==> config.mk <==
export PLATFORM = sky130hd
export DESIGN_NAME = vga_capture
export DESIGN_NICKNAME = d
export VERILOG_FILES = /design/src/rtl/vga_capture.sv
export SDC_FILE = /design/constraint.sdc
export NUM_CORES = 1
export LEC_CHECK = 0
export CORE_ASPECT_RATIO = 1.4
export CORE_MARGIN = 4
export CORE_UTILIZATION = 45
export DETAILED_ROUTE_END_ITERATION = 12
export PLACE_DENSITY = 0.68
export SLEW_MARGIN = 15
export SYNTH_ARGS = -nofsm -noshare
export SYNTH_HDL_FRONTEND = slang
export SYNTH_SLANG_ARGS = --single-unit
==> constraint.sdc <==
create_clock -name vga_clk_i -period 6.1 [get_ports vga_clk_i]
set_input_delay 0.915 -clock vga_clk_i [delete_from_list [all_inputs] [get_ports vga_clk_i]]
set_output_delay 0.915 -clock vga_clk_i [all_outputs]
set_load 0.05 [all_outputs]
==> src/rtl/vga_capture.sv <==
// Purpose : VGA sink timing decoder; recovers x/y, pixel-valid and frame/line markers once 640x480 timing is qualified.
// Latency : 2 vga_clk_i edges from pins to outputs (input register, then output/state register).
// Backpressure: none; free-running pixel stream, every clock carries one sample.
module vga_capture #(
    parameter int H_BP     = 48,
    parameter int H_ACTIVE = 640,
    parameter int H_TOTAL  = 800,
    parameter int V_BP     = 29,
    parameter int V_ACTIVE = 480,
    parameter int V_TOTAL  = 521
) (
    input  logic        vga_clk_i,
    input  logic        rst_i,
    input  logic        hsync_i,
    input  logic        vsync_i,
    input  logic [11:0] rgb_i,
    output logic        pix_valid_o,
    output logic [9:0]  x_o,
    output logic [9:0]  y_o,
    output logic [11:0] rgb_o,
    output logic        frame_start_o,
    output logic        line_end_o,
    output logic        locked_o,
    output logic        lock_lost_o
);

    // Sized copies of the geometry so every compare is width-matched.
    localparam logic [10:0] HBP   = 11'(H_BP);
    localparam logic [10:0] HEND  = 11'(H_BP + H_ACTIVE);
    localparam logic [10:0] HLAST = 11'(H_TOTAL - 1);
    localparam logic [10:0] TMO   = 11'(2 * H_TOTAL);
    localparam logic [9:0]  VBP   = 10'(V_BP);
    localparam logic [9:0]  VEND  = 10'(V_BP + V_ACTIVE);
    localparam logic [9:0]  VLAST = 10'(V_TOTAL - 1);
    localparam logic [9:0]  XLAST = 10'(H_ACTIVE - 1);

    typedef enum logic [1:0] {
        SEARCH  = 2'd0,
        MEASURE = 2'd1,
        LOCKED  = 2'd2
    } state_t;

    state_t      state;
    logic        hs_q, hs_d, vs_q, vs_d;
    logic [11:0] rgb_q;
    logic [10:0] hpos;
    logic [9:0]  vline;
    logic        v_pend;
    logic        h_seen;

    logic        h_rise, v_rise;
    logic [10:0] p;
    logic [9:0]  l;
    logic        h_err, v_err, timeout;
    logic        lose, meas_fail, meas_ok, lock_n;
    logic [9:0]  x_n, y_n;
    logic        pv_n;

    // Input register plus one-cycle history of the syncs; idle-high after reset so no false edge.
    always_ff @(posedge vga_clk_i or posedge rst_i) begin
        if (rst_i) begin
            hs_q  <= 1'b1;
            hs_d  <= 1'b1;
            vs_q  <= 1'b1;
            vs_d  <= 1'b1;
            rgb_q <= '0;
        end else begin
            hs_q  <= hsync_i;
            hs_d  <= hs_q;
            vs_q  <= vsync_i;
            vs_d  <= vs_q;
            rgb_q <= rgb_i;
        end
    end

    assign h_rise = hs_q & ~hs_d;
    assign v_rise = vs_q & ~vs_d;

    // Position of the current stage-1 sample: column from hsync rise, line from the line after vsync rise.
    always_comb begin
        p = (hpos == 11'h7FF) ? hpos : hpos + 11'd1;
        if (h_rise) p = '0;
        l = vline;
        if (h_rise) begin
            if (v_pend)              l = '0;
            else if (vline != 10'h3FF) l = vline + 10'd1;
        end
    end

    assign h_err     = h_rise & h_seen & (hpos != HLAST);
    assign v_err     = v_rise & (vline != VLAST);
    assign timeout   = (p == TMO);
    assign lose      = h_err | v_err | timeout;
    assign meas_fail = h_err | timeout;
    assign meas_ok   = v_rise & ~v_err & ~meas_fail;
    // Lock status the state register will hold after this edge; pixel qualification follows it.
    assign lock_n    = (state == LOCKED) ? ~lose : ((state == MEASURE) & meas_ok);

    // Line/frame counters, pending frame restart and hsync-seen tracking.
    always_ff @(posedge vga_clk_i or posedge rst_i) begin
        if (rst_i) begin
            hpos   <= '0;
            vline  <= '0;
            v_pend <= 1'b0;
            h_seen <= 1'b0;
        end else begin
            hpos  <= p;
            vline <= l;
            if (v_rise)
                v_pend <= 1'b1;
            else if (h_rise)
                v_pend <= 1'b0;
            if (timeout)
                h_seen <= 1'b0;
            else if (h_rise)
                h_seen <= 1'b1;
        end
    end

    // Lock qualifier: one clean measured frame takes SEARCH -> LOCKED; any timing error drops lock.
    always_ff @(posedge vga_clk_i or posedge rst_i) begin
        if (rst_i) begin
            state       <= SEARCH;
            locked_o    <= 1'b0;
            lock_lost_o <= 1'b0;
        end else begin
            lock_lost_o <= 1'b0;
            case (state)
                SEARCH: begin
                    if (v_rise && !timeout)
                        state <= MEASURE;
                end
                MEASURE: begin
                    if (meas_fail)
                        state <= SEARCH;
                    else if (meas_ok)
                        state <= LOCKED;
                end
                LOCKED: begin
                    if (lose) begin
                        state       <= SEARCH;
                        lock_lost_o <= 1'b1;
                    end
                end
                default: state <= SEARCH;
            endcase
            locked_o <= lock_n;
        end
    end

    assign x_n  = 10'(p - HBP);
    assign y_n  = l - VBP;
    assign pv_n = lock_n & (p >= HBP) & (p < HEND) & (l >= VBP) & (l < VEND);

    // Pixel output register; coordinates and data are forced to zero outside valid pixels.
    always_ff @(posedge vga_clk_i or posedge rst_i) begin
        if (rst_i) begin
            pix_valid_o   <= 1'b0;
            x_o           <= '0;
            y_o           <= '0;
            rgb_o         <= '0;
            frame_start_o <= 1'b0;
            line_end_o    <= 1'b0;
        end else begin
            pix_valid_o   <= pv_n;
            x_o           <= pv_n ? x_n : '0;
            y_o           <= pv_n ? y_n : '0;
            rgb_o         <= pv_n ? rgb_q : '0;
            frame_start_o <= pv_n & (x_n == '0) & (y_n == '0);
            line_end_o    <= pv_n & (x_n == XLAST);
        end
    end

endmodule

# ---- Word-level counts from Yosys, hierarchy flattened
# Index checks and enable logic that the tools add are counted.
dict set report word_totals {
  mem_bits_rw 0
  latch_bits 0
  memories 0
  rom_bits 0
  out_inout_bits 37
  register_bits 78
}
dict set report classes {
  eq_ne 11
  n_div 0
  addsub 4
  bitwise_logic 23
  shifts 0
  mul 0
  n_mux 20
  reduce_logical 8
  order_cmp 4
}
# operator n
set op_table {}
lappend op_table {{10-bit two-way mux} 5}
lappend op_table {{11-bit == test (second input constant)} 2}
lappend op_table {{11-bit two-way mux} 2}
lappend op_table {{10-bit zero test} 2}
lappend op_table {{10-bit != test (second input constant)} 2}
lappend op_table {{1-bit bitwise AND} 15}
lappend op_table {{12-bit two-way mux} 1}
lappend op_table {{11-bit by 1-bit adder with 11-bit output (second input constant)} 1}
lappend op_table {{11-bit by 6-bit greater-or-equal comparator with 1-bit output (second input constant)} 1}
lappend op_table {{11-bit by 10-bit less-than comparator with 1-bit output (second input constant)} 1}
lappend op_table {{11-bit by 10-bit != test with 1-bit output (second input constant)} 1}
lappend op_table {{10-bit by 1-bit adder with 10-bit output (second input constant)} 1}
lappend op_table {{10-bit == test (second input constant)} 1}
lappend op_table {{10-bit by 5-bit greater-or-equal comparator with 1-bit output (second input constant)} 1}
lappend op_table {{10-bit by 9-bit less-than comparator with 1-bit output (second input constant)} 1}
lappend op_table {{10-bit by 5-bit subtractor with 10-bit output (second input constant)} 1}
lappend op_table {{10-bit by 6-bit subtractor with 10-bit output (second input constant)} 1}
lappend op_table {{2-bit two-way mux} 4}
lappend op_table {{1-bit two-way mux} 7}
lappend op_table {{2-bit case mux with 3 select lines} 1}
lappend op_table {{1-bit NOT} 5}
lappend op_table {{2-bit != test (second input constant)} 2}
lappend op_table {{2-bit nonzero test} 2}
lappend op_table {{3-bit != test (second input constant)} 1}
lappend op_table {{7 further kinds} 9}

# ---- Logic depth before layout (Yosys ltp)
dict set report depth {
  ltp_word 15
  depth_mapped 16
  mapped_depth_nobuf 13
}

# ---- Least setup slack after synthesis
# Ideal clock, no wire load.
dict set report synth_path {
  kind {register to register}
  from {register vline[0]}
  to {register frame_start_o}
  setup_slack_ns 3.064
  arrival_ns 2.941
  path_buffers 2
  stages_incl_launch_ff 15
  path_cell_list {dfrtp_1 > ha_1 > buf_2 > nand4_1 > o31a_1 > nor2_1 > a21oi_1 > or2_2 > ha_1 > o22a_1 > o211ai_2 > o211ai_1 > a211o_1 > buf_6 > nor4_4}
}
dict set report synth_via {
  elab_chain_cells 13
  elab_cells_between_ends 25
  classes_between {add/sub (2); order compare (2); eq/ne (2); mux (4); bitwise (14); reduce/logical (1)}
}
# item line
set synth_rtl {}
lappend synth_rtl {{from (decl)} 47} ;# logic [9:0] vline;
lappend synth_rtl {{from (signal assigned)} 108} ;# vline <= l;
lappend synth_rtl {{parallel branches: the longest is 12 deep, another holds 10-bit by 1-bit adder with 10-bit output} -}
lappend synth_rtl {{1-bit bitwise AND *} 169} ;# frame_start_o <= pv_n & (x_n == '0) & (y_n == '0);
lappend synth_rtl {{to (signal assigned)} 169}
lappend synth_rtl {{to (decl)} 21} ;# output logic frame_start_o,
# Every way passes the cells marked *.
# A chain may end at the register's enable or synchronous reset.

# ---- Worst setup path in the final report
dict set report layout_path {
  from {register hs_q}
  to {register x_o[1]}
}
dict set report layout_via {
  elab_chain_cells 13
  elab_cells_between_ends 24
  classes_between {add/sub (1); order compare (4); eq/ne (1); mux (4); bitwise (14)}
}
# item line
set layout_rtl {}
lappend layout_rtl {{from (decl)} 44} ;# logic hs_q, hs_d, vs_q, vs_d;
lappend layout_rtl {{from (signal assigned)} 68} ;# hs_q <= hsync_i;
lappend layout_rtl {{1-bit bitwise AND *} 76} ;# assign h_rise = hs_q & ~hs_d;
lappend layout_rtl {{11-bit two-way mux or 1-bit bitwise AND (tied branches)} {82, 90}}
lappend layout_rtl {{11-bit == test or 1-bit bitwise AND (tied branches)} {92, 90}}
lappend layout_rtl {{1-bit OR} 94} ;# assign meas_fail = h_err | timeout;
lappend layout_rtl {{1-bit NOT} 95} ;# assign meas_ok = v_rise & ~v_err & ~meas_fail;
lappend layout_rtl {{1-bit bitwise AND} 95}
lappend layout_rtl {{1-bit bitwise AND} 97} ;# assign lock_n = (state == LOCKED) ? ~lose : ((state == MEASURE) & meas_ok);
lappend layout_rtl {{1-bit two-way mux} 97}
lappend layout_rtl {{1-bit bitwise AND (4 in series)} 153} ;# assign pv_n = lock_n & (p >= HBP) & (p < HEND) & (l >= VBP) & (l < VEND);
lappend layout_rtl {{10-bit two-way mux *} 166} ;# x_o <= pv_n ? x_n : '0;
lappend layout_rtl {{to (signal assigned)} 166}
lappend layout_rtl {{to (decl)} 18} ;# output logic [9:0] x_o,
# Mark *: on every way between the ends. The rest lies on a longest branch, timed or not.

==> impl_metrics.env <==
export IMPL_relSlewSlack_pct=38.3
export IMPL_slowest_delay_ns=0.65
export IMPL_rsz0062_at_grt="no"
export IMPL_outcome="complete, no violations"
export IMPL_p_seq_share_pct=49.7
export IMPL_finalHoldViolCount=0
export IMPL_synth_flop_cell="dfrtp_1"
export IMPL_ioPinCount=53
export IMPL_swShare_pct=29.5
export IMPL_port_buffer_count=52
export IMPL_synth_top_area_share_pct=50.6
export IMPL_yosysWarnings=0
export IMPL_clockBufferDepth=2
export IMPL_pwr_share_comb_pct=16.3
export IMPL_cap_violations=0
export IMPL_worstPathMaxFanout=21
export IMPL_wl_per_cell_um=15.2
export IMPL_crit_start="hs_q"
export IMPL_path_clk_slew_ns=0.08
export IMPL_antenna_diode_count=0
export IMPL_synth_edf_count=0
export IMPL_die_area_um2=9660
export IMPL_synth_cell_types=63
export IMPL_fin_hold_ws_ns=0.368
export IMPL_cts_setup_buffers=0
export IMPL_grt_ovfl_total=0
export IMPL_initial_utilization_pct=46.6
export IMPL_area_growth_pct=21.1
export IMPL_peakVddDrop_v=0.000184
export IMPL_r2r_cells=10
export IMPL_grt_pass1_vias=2683
export IMPL_cp_buffers_inverters=1
export IMPL_yosys_register_bits=78
export IMPL_die_w_um=84.2
export IMPL_cts_sinks=78
export IMPL_p_int_uw=826
export IMPL_hpwl_um=5650
export IMPL_finalSetupViolCount=0
export IMPL_fin_nets=426
export IMPL_via_per_inst=5.31
export IMPL_synthArstFlopShare_pct=100
export IMPL_core_area_um2=7850
export IMPL_worstReg2RegEnd="x_o[1]"
export IMPL_grt_pass1_wl_um=13000
export IMPL_worstPathCellList="nor2b_2 > o31a_1 > a21oi_1 > or2_2 > ha_1 > nand3b_1 > o211ai_1 > a211o_1 > buf_4 > nor3_1"
export IMPL_fillers=706
export IMPL_finalCriticalPeriod_ns=3.91
export IMPL_endpoint_kind="flip-flop"
export IMPL_crit_end="x_o[1]"
export IMPL_cts_tree="built"
export IMPL_synth_area_leaders="dfrtp_1 (51%), nor2_1 (4.7%), ha_1 (3.1%), dfstp_2 (2.9%), inv_1 (2.8%)"
export IMPL_critPathLaunchType="flip-flop"
export IMPL_p_leak_nw=2.05
export IMPL_row_count=38
export IMPL_cp_depth=10
export IMPL_finalCritPeriodShare_pct=64.0
export IMPL_drive_gt1_share_pct=9.36
export IMPL_p_clk_share_pct=34.0
export IMPL_arrival_ns=4.12
export IMPL_hold_path_class="flip-flop to flip-flop"
export IMPL_power_net_switching_uw=346
export IMPL_drv_slew=0
export IMPL_clk_latency_ns=0.36
export IMPL_fmax_ghz=0.256
export IMPL_r2r_start="hs_q"
export IMPL_hold_depth=0
export IMPL_ant_nets=0
export IMPL_slowest_stage="nor2b_2"
export IMPL_cp_top_family="compound AO/OA/AOI/OAI gates"
export IMPL_synth_nets=371
export IMPL_antenna_found_initial=0
export IMPL_root_buffer="clkbuf_8"
export IMPL_dr_first_iter_drc_count=158
export IMPL_gp_congestion=0.860
export IMPL_tns_ns=0
export IMPL_synth_area_per_cell_um2=10.6
export IMPL_postCtsHoldBufs=0
export IMPL_rrSetupSlack_ns=2.19
export IMPL_grtUsageTotal_pct=17.3
export IMPL_vias=2688
export IMPL_ys_seq_area_share_pct=53.5
export IMPL_fin_skew_ns=0.00798
export IMPL_wirelength_um=7670
export IMPL_numCtsBuffers=9
export IMPL_firstDrtPassIters=4
export IMPL_synth_top_area_cell="dfrtp_1"
export IMPL_cp_data_required_time_ns=6.31
export IMPL_die_h_um=115
export IMPL_synth_top_cells_by_count="dfrtp_1 (74), nor2_1 (46), inv_1 (27), nand2_1 (22), nand3_1 (13)"
export IMPL_timing_worst_setup_path_type="flip-flop to flip-flop"
export IMPL_p_per_area_nw_per_um2=265
export IMPL_drc=0
export IMPL_hold_start="vs_q"
export IMPL_cts_max_level=3
export IMPL_syn_inst=346
export IMPL_syn_cell_area_um2=3660
export IMPL_synth_most_common_cell="dfrtp_1"
export IMPL_worst_pin_slew_ns=0.925
export IMPL_grt_start_max_net_pins=79
export IMPL_ctsResizeCount=0
worst reg2reg max path: cells and delay by family (launching register included):
family	cells	cell delay (ns)
AND/OR/NAND/NOR	4	1.30
flip-flops	1	0.57
buffers and inverters	1	0.34
adder cells (fa/ha/maj)	1	0.24
AO/OA/AOI/OAI	4	1.32
cells in the final DEF (no fill, tap or decap), types with 3 or more instances in the layout:
cell type / synthesis / routed
o21ai_0: 10 / 10
nor2_1: 46 / 46
and2b_1: 3 / 3
clkdlybuf4s50_1: 0 / 52
xnor2_1: 4 / 4
nand4_1: 7 / 7
nand2_1: 22 / 22
dfrtp_1: 74 / 74
and3_1: 4 / 4
o211ai_1: 6 / 6
mux2i_1: 4 / 4
dfstp_2: 4 / 4
a21oi_1: 9 / 9
ha_1: 9 / 9
nor3_1: 12 / 12
and4_1: 5 / 5
clkbuf_8: 0 / 10
or3_1: 4 / 4
nand2b_1: 4 / 4
o21a_1: 4 / 4
inv_1: 27 / 26
xor2_1: 7 / 7
nand3_1: 13 / 13
nor3b_1: 3 / 3
a31oi_1: 4 / 4
a211oi_1: 4 / 4
flip-flops by register name (all words and copies together) (netlist names), 2 cells and up:
register,cells
hpos,11
rgb_o,12
rgb_q,12
state,2
vline,10
x_o,10
y_o,10
how the worst min path moves through the flow:
stage / end / slack [ns]
3_5_place_dp: vs_d / 0.36
2_1_floorplan: vs_d / 0.35
5_1_grt: vs_d / 0.37
4_1_cts: vs_d / 0.37
3_3_place_gp: vs_d / 0.36
6_report: vs_d / 0.37
cells by family (layout without fill, tap and decap cells):
| family | after synthesis | after routing | synth area share (%) |
|---|---|---|---|
| mux | 5 | 5 | 1.40 |
| flops | 78 | 78 | 53.5 |
| xor+xnor | 11 | 11 | 2.63 |
| compound gates | 58 | 58 | 11.6 |
| fa+ha+maj | 9 | 9 | 3.08 |
| buf+inv | 37 | 97 | 5.40 |
| simple gates | 148 | 148 | 22.4 |
through the flow:
| stage | power, mW | utilization [%] | area (µm²) | worst slack, ns | cells |
|---|---|---|---|---|---|
| 2_1_floorplan | 0.724 | - | 3660 | 3.06 | 346 |
| 3_3_place_gp | 0.777 | 53.8 | 4220 | 2.36 | 490 |
| 3_5_place_dp | 0.783 | 53.8 | 4220 | 2.21 | 490 |
| 4_1_cts | 1.19 | 56.5 | 4430 | 2.19 | 506 |
| 5_1_grt | 1.24 | 56.5 | 4430 | 1.84 | 506 |
| 6_report | 1.17 | 56.5 | 4430 | 2.19 | 506 |
cell type report:
class,instances,area (µm²),area share (%)
clock buffer,10,138,3.11
multi-input combinational,231,1500,33.9
timing repair buffer,54,536,12.1
sequential,78,1960,44.2
inverter,27,103,2.32
tap,100,125,2.82
clock inverter,6,68.8,1.55
metal layers:
layer  GRT usage [%]  part of all wire, %
met5               0                    0
met4            9.98                  4.0
met3            4.46                  4.1
met2            30.5                   53
met1            18.6                   39
power by group through the flow:
stage               combinational [mW]  sequential (mW)  clock [mW]
detailed placement               0.190            0.593           0
global route                     0.218            0.589       0.436
floorplan                        0.137            0.587           0
CTS                              0.192            0.582       0.411
global placement                 0.187            0.590           0
finish                           0.192            0.582       0.398
Power figures use the tool's default switching activity.
==> RTL change, RTL diff (same flow settings) <==
Add an input register stage for `hsync_i`, `vsync_i` and `rgb_i`, without a reset; this delays them by one clock.
--- a/src/rtl/vga_capture.sv
+++ b/src/rtl/vga_capture.sv
@@ -40,6 +40,16 @@
         LOCKED  = 2'd2
     } state_t;
 
+    logic hsync_q;
+    logic vsync_q;
+    logic [11:0] rgb_r;
+
+    always_ff @(posedge vga_clk_i) begin
+        hsync_q <= hsync_i;
+        vsync_q <= vsync_i;
+        rgb_r   <= rgb_i;
+    end
+
     state_t      state;
     logic        hs_q, hs_d, vs_q, vs_d;
     logic [11:0] rgb_q;
@@ -65,11 +75,11 @@
             vs_d  <= 1'b1;
             rgb_q <= '0;
         end else begin
-            hs_q  <= hsync_i;
+            hs_q  <= hsync_q;
             hs_d  <= hs_q;
-            vs_q  <= vsync_i;
+            vs_q  <= vsync_q;
             vs_d  <= vs_q;
-            rgb_q <= rgb_i;
+            rgb_q <= rgb_r;
         end
     end
 
Function: same outputs for any inputs over 10 cycles, from zero or initial values and one cycle with rst_i high; that may be too few to reach the edited logic, so the function may still have changed.
==> RTL change against the unedited design <==
Cell count increased by 3.8%. Setup slack improved by 0.27 ns. Routed wire length increased by 4.0%. Area after synthesis increased by 7.7%. Highest routed layer unchanged. Sequential share of layout area increased by 2.4 points. Sequential cell count increased by 14. Cell area increased by 8.4%. Critical path depth increased by 2. Critical path type unchanged. Power increased by 20%.
==> RTL change: results (changes against the unedited design) <==
[outcome]
status = complete, no violations

[synth]
synthTopCellsByArea = dfrtp_1 (47%), dfxtp_1 (7.1%), nor2_1 (4.4%), ha_1 (2.9%), dfstp_2 (2.7%)
synth_common_cells = dfrtp_1 (74), nor2_1 (46), inv_1 (27)
yosysSeqAreaShare_pct = 56.8  ; +3.3 points
syn-num-nets = 385  ; +3.8%
synth_cell_type_count = 64  ; +1.6%

[place]
dp_hpwl_mm = 5.72  ; +1.2%
place.gp.congestion = 0.829  ; -3.6%

[clock_network]
cts_root_buf = clkbuf_16

[worst_setup_path]
r2r_cells = 12  ; +2
r2r-end = line_end_o$_DFF_PP0_
cp_data_arrival_time_ns = 3.88  ; -0.24 ns
cp_max_fo = 33  ; +57%
cpPeakStageDelay_ns = 0.67  ; +0.02 ns

[global_route]
grt_pass1_wl_mm = 13.4  ; +3.6%
grt_pass1_vias = 2795  ; +4.2%
grtUsageTotal_pct = 16.6  ; -0.64 points

[min_path]
min_from = vsync_q$_DFF_P_

[power]
ir_drop_uv = 229  ; +24%
power.leakage_nw = 2.20  ; +7.7%

[timing]
slew-limit-headroom_pct = 37.2  ; -1.1 points
skew_ns = 0.00714  ; -0.000832 ns

[cells_and_area]
top_regs = rgb_o x12, rgb_q x12, rgb_r x12

[routing]
wl_per_cell_um = 15.2  ; +0.26%
route.met2.wl_mm = 3.96  ; -2.7%
wl_met3_um = 425  ; +37%
avgViaCountPerCell = 5.42  ; +2.0%
wl_met1_mm = 3.35  ; +13%

## RTL change: area by class of cell
class	instances	share of cell area [%]
Multi-Input combinational cell	231	31.3
Clock buffer	10	4.98
Sequential cell	92	46.6
Inverter	27	2.11
Tap cell	105	2.74
Clock inverter	6	1.12
Timing Repair Buffer	54	11.2
## RTL change: cell families after synthesis
| kind of cell | Yosys count | synth area share, % |
|---|---|---|
| buffers and inverters | 37 | 5.02 |
| AND/OR/NAND/NOR | 148 | 20.8 |
| XOR/XNOR | 11 | 2.45 |
| adder cells (fa/ha/maj) | 9 | 2.86 |
| AO/OA/AOI/OAI | 58 | 10.8 |
| multiplexers | 5 | 1.30 |
| flip-flops | 92 | 56.8 |
## RTL change: power groups by stage
stage / logic (mW) / clock network (mW) / registers [mW]
6_report: 0.191 / 0.537 / 0.681
5_1_grt: 0.212 / 0.577 / 0.685
4_1_cts: 0.193 / 0.551 / 0.680
3_5_place_dp: 0.192 / 0 / 0.692
3_3_place_gp: 0.187 / 0 / 0.689
2_1_floorplan: 0.137 / 0 / 0.686
## RTL change: worst max path at each step
stage                            start                      end  slack [ns]  cells after the start
finish                  hs_q$_DFF_PP1_     line_end_o$_DFF_PP0_        2.47                     12
global route            hs_q$_DFF_PP1_     line_end_o$_DFF_PP0_        2.15                     12
CTS                     hs_q$_DFF_PP1_     line_end_o$_DFF_PP0_        2.47                     12
detailed placement      hs_q$_DFF_PP1_     line_end_o$_DFF_PP0_        2.52                     11
global placement        hs_q$_DFF_PP1_     line_end_o$_DFF_PP0_        2.59                     11
floorplan           vline[0]$_DFF_PP0_  frame_start_o$_DFF_PP0_        3.06                     14
## RTL change: routing by layer
metal	global-route usage, %	vias to the layer above
li1	-	1362
met1	21.3	1382
met2	25.9	82
met3	4.18	18
met4	8.19	0
met5	0	-
## RTL change: per-stage QoR
stage,hold WS [ns],cell area (µm²),std cells
5_1_grt,0.304,4800,525
6_report,0.300,4800,525
4_1_cts,0.302,4800,525
3_3_place_gp,0.288,4510,509
3_5_place_dp,0.294,4510,509
2_1_floorplan,0.284,3940,360
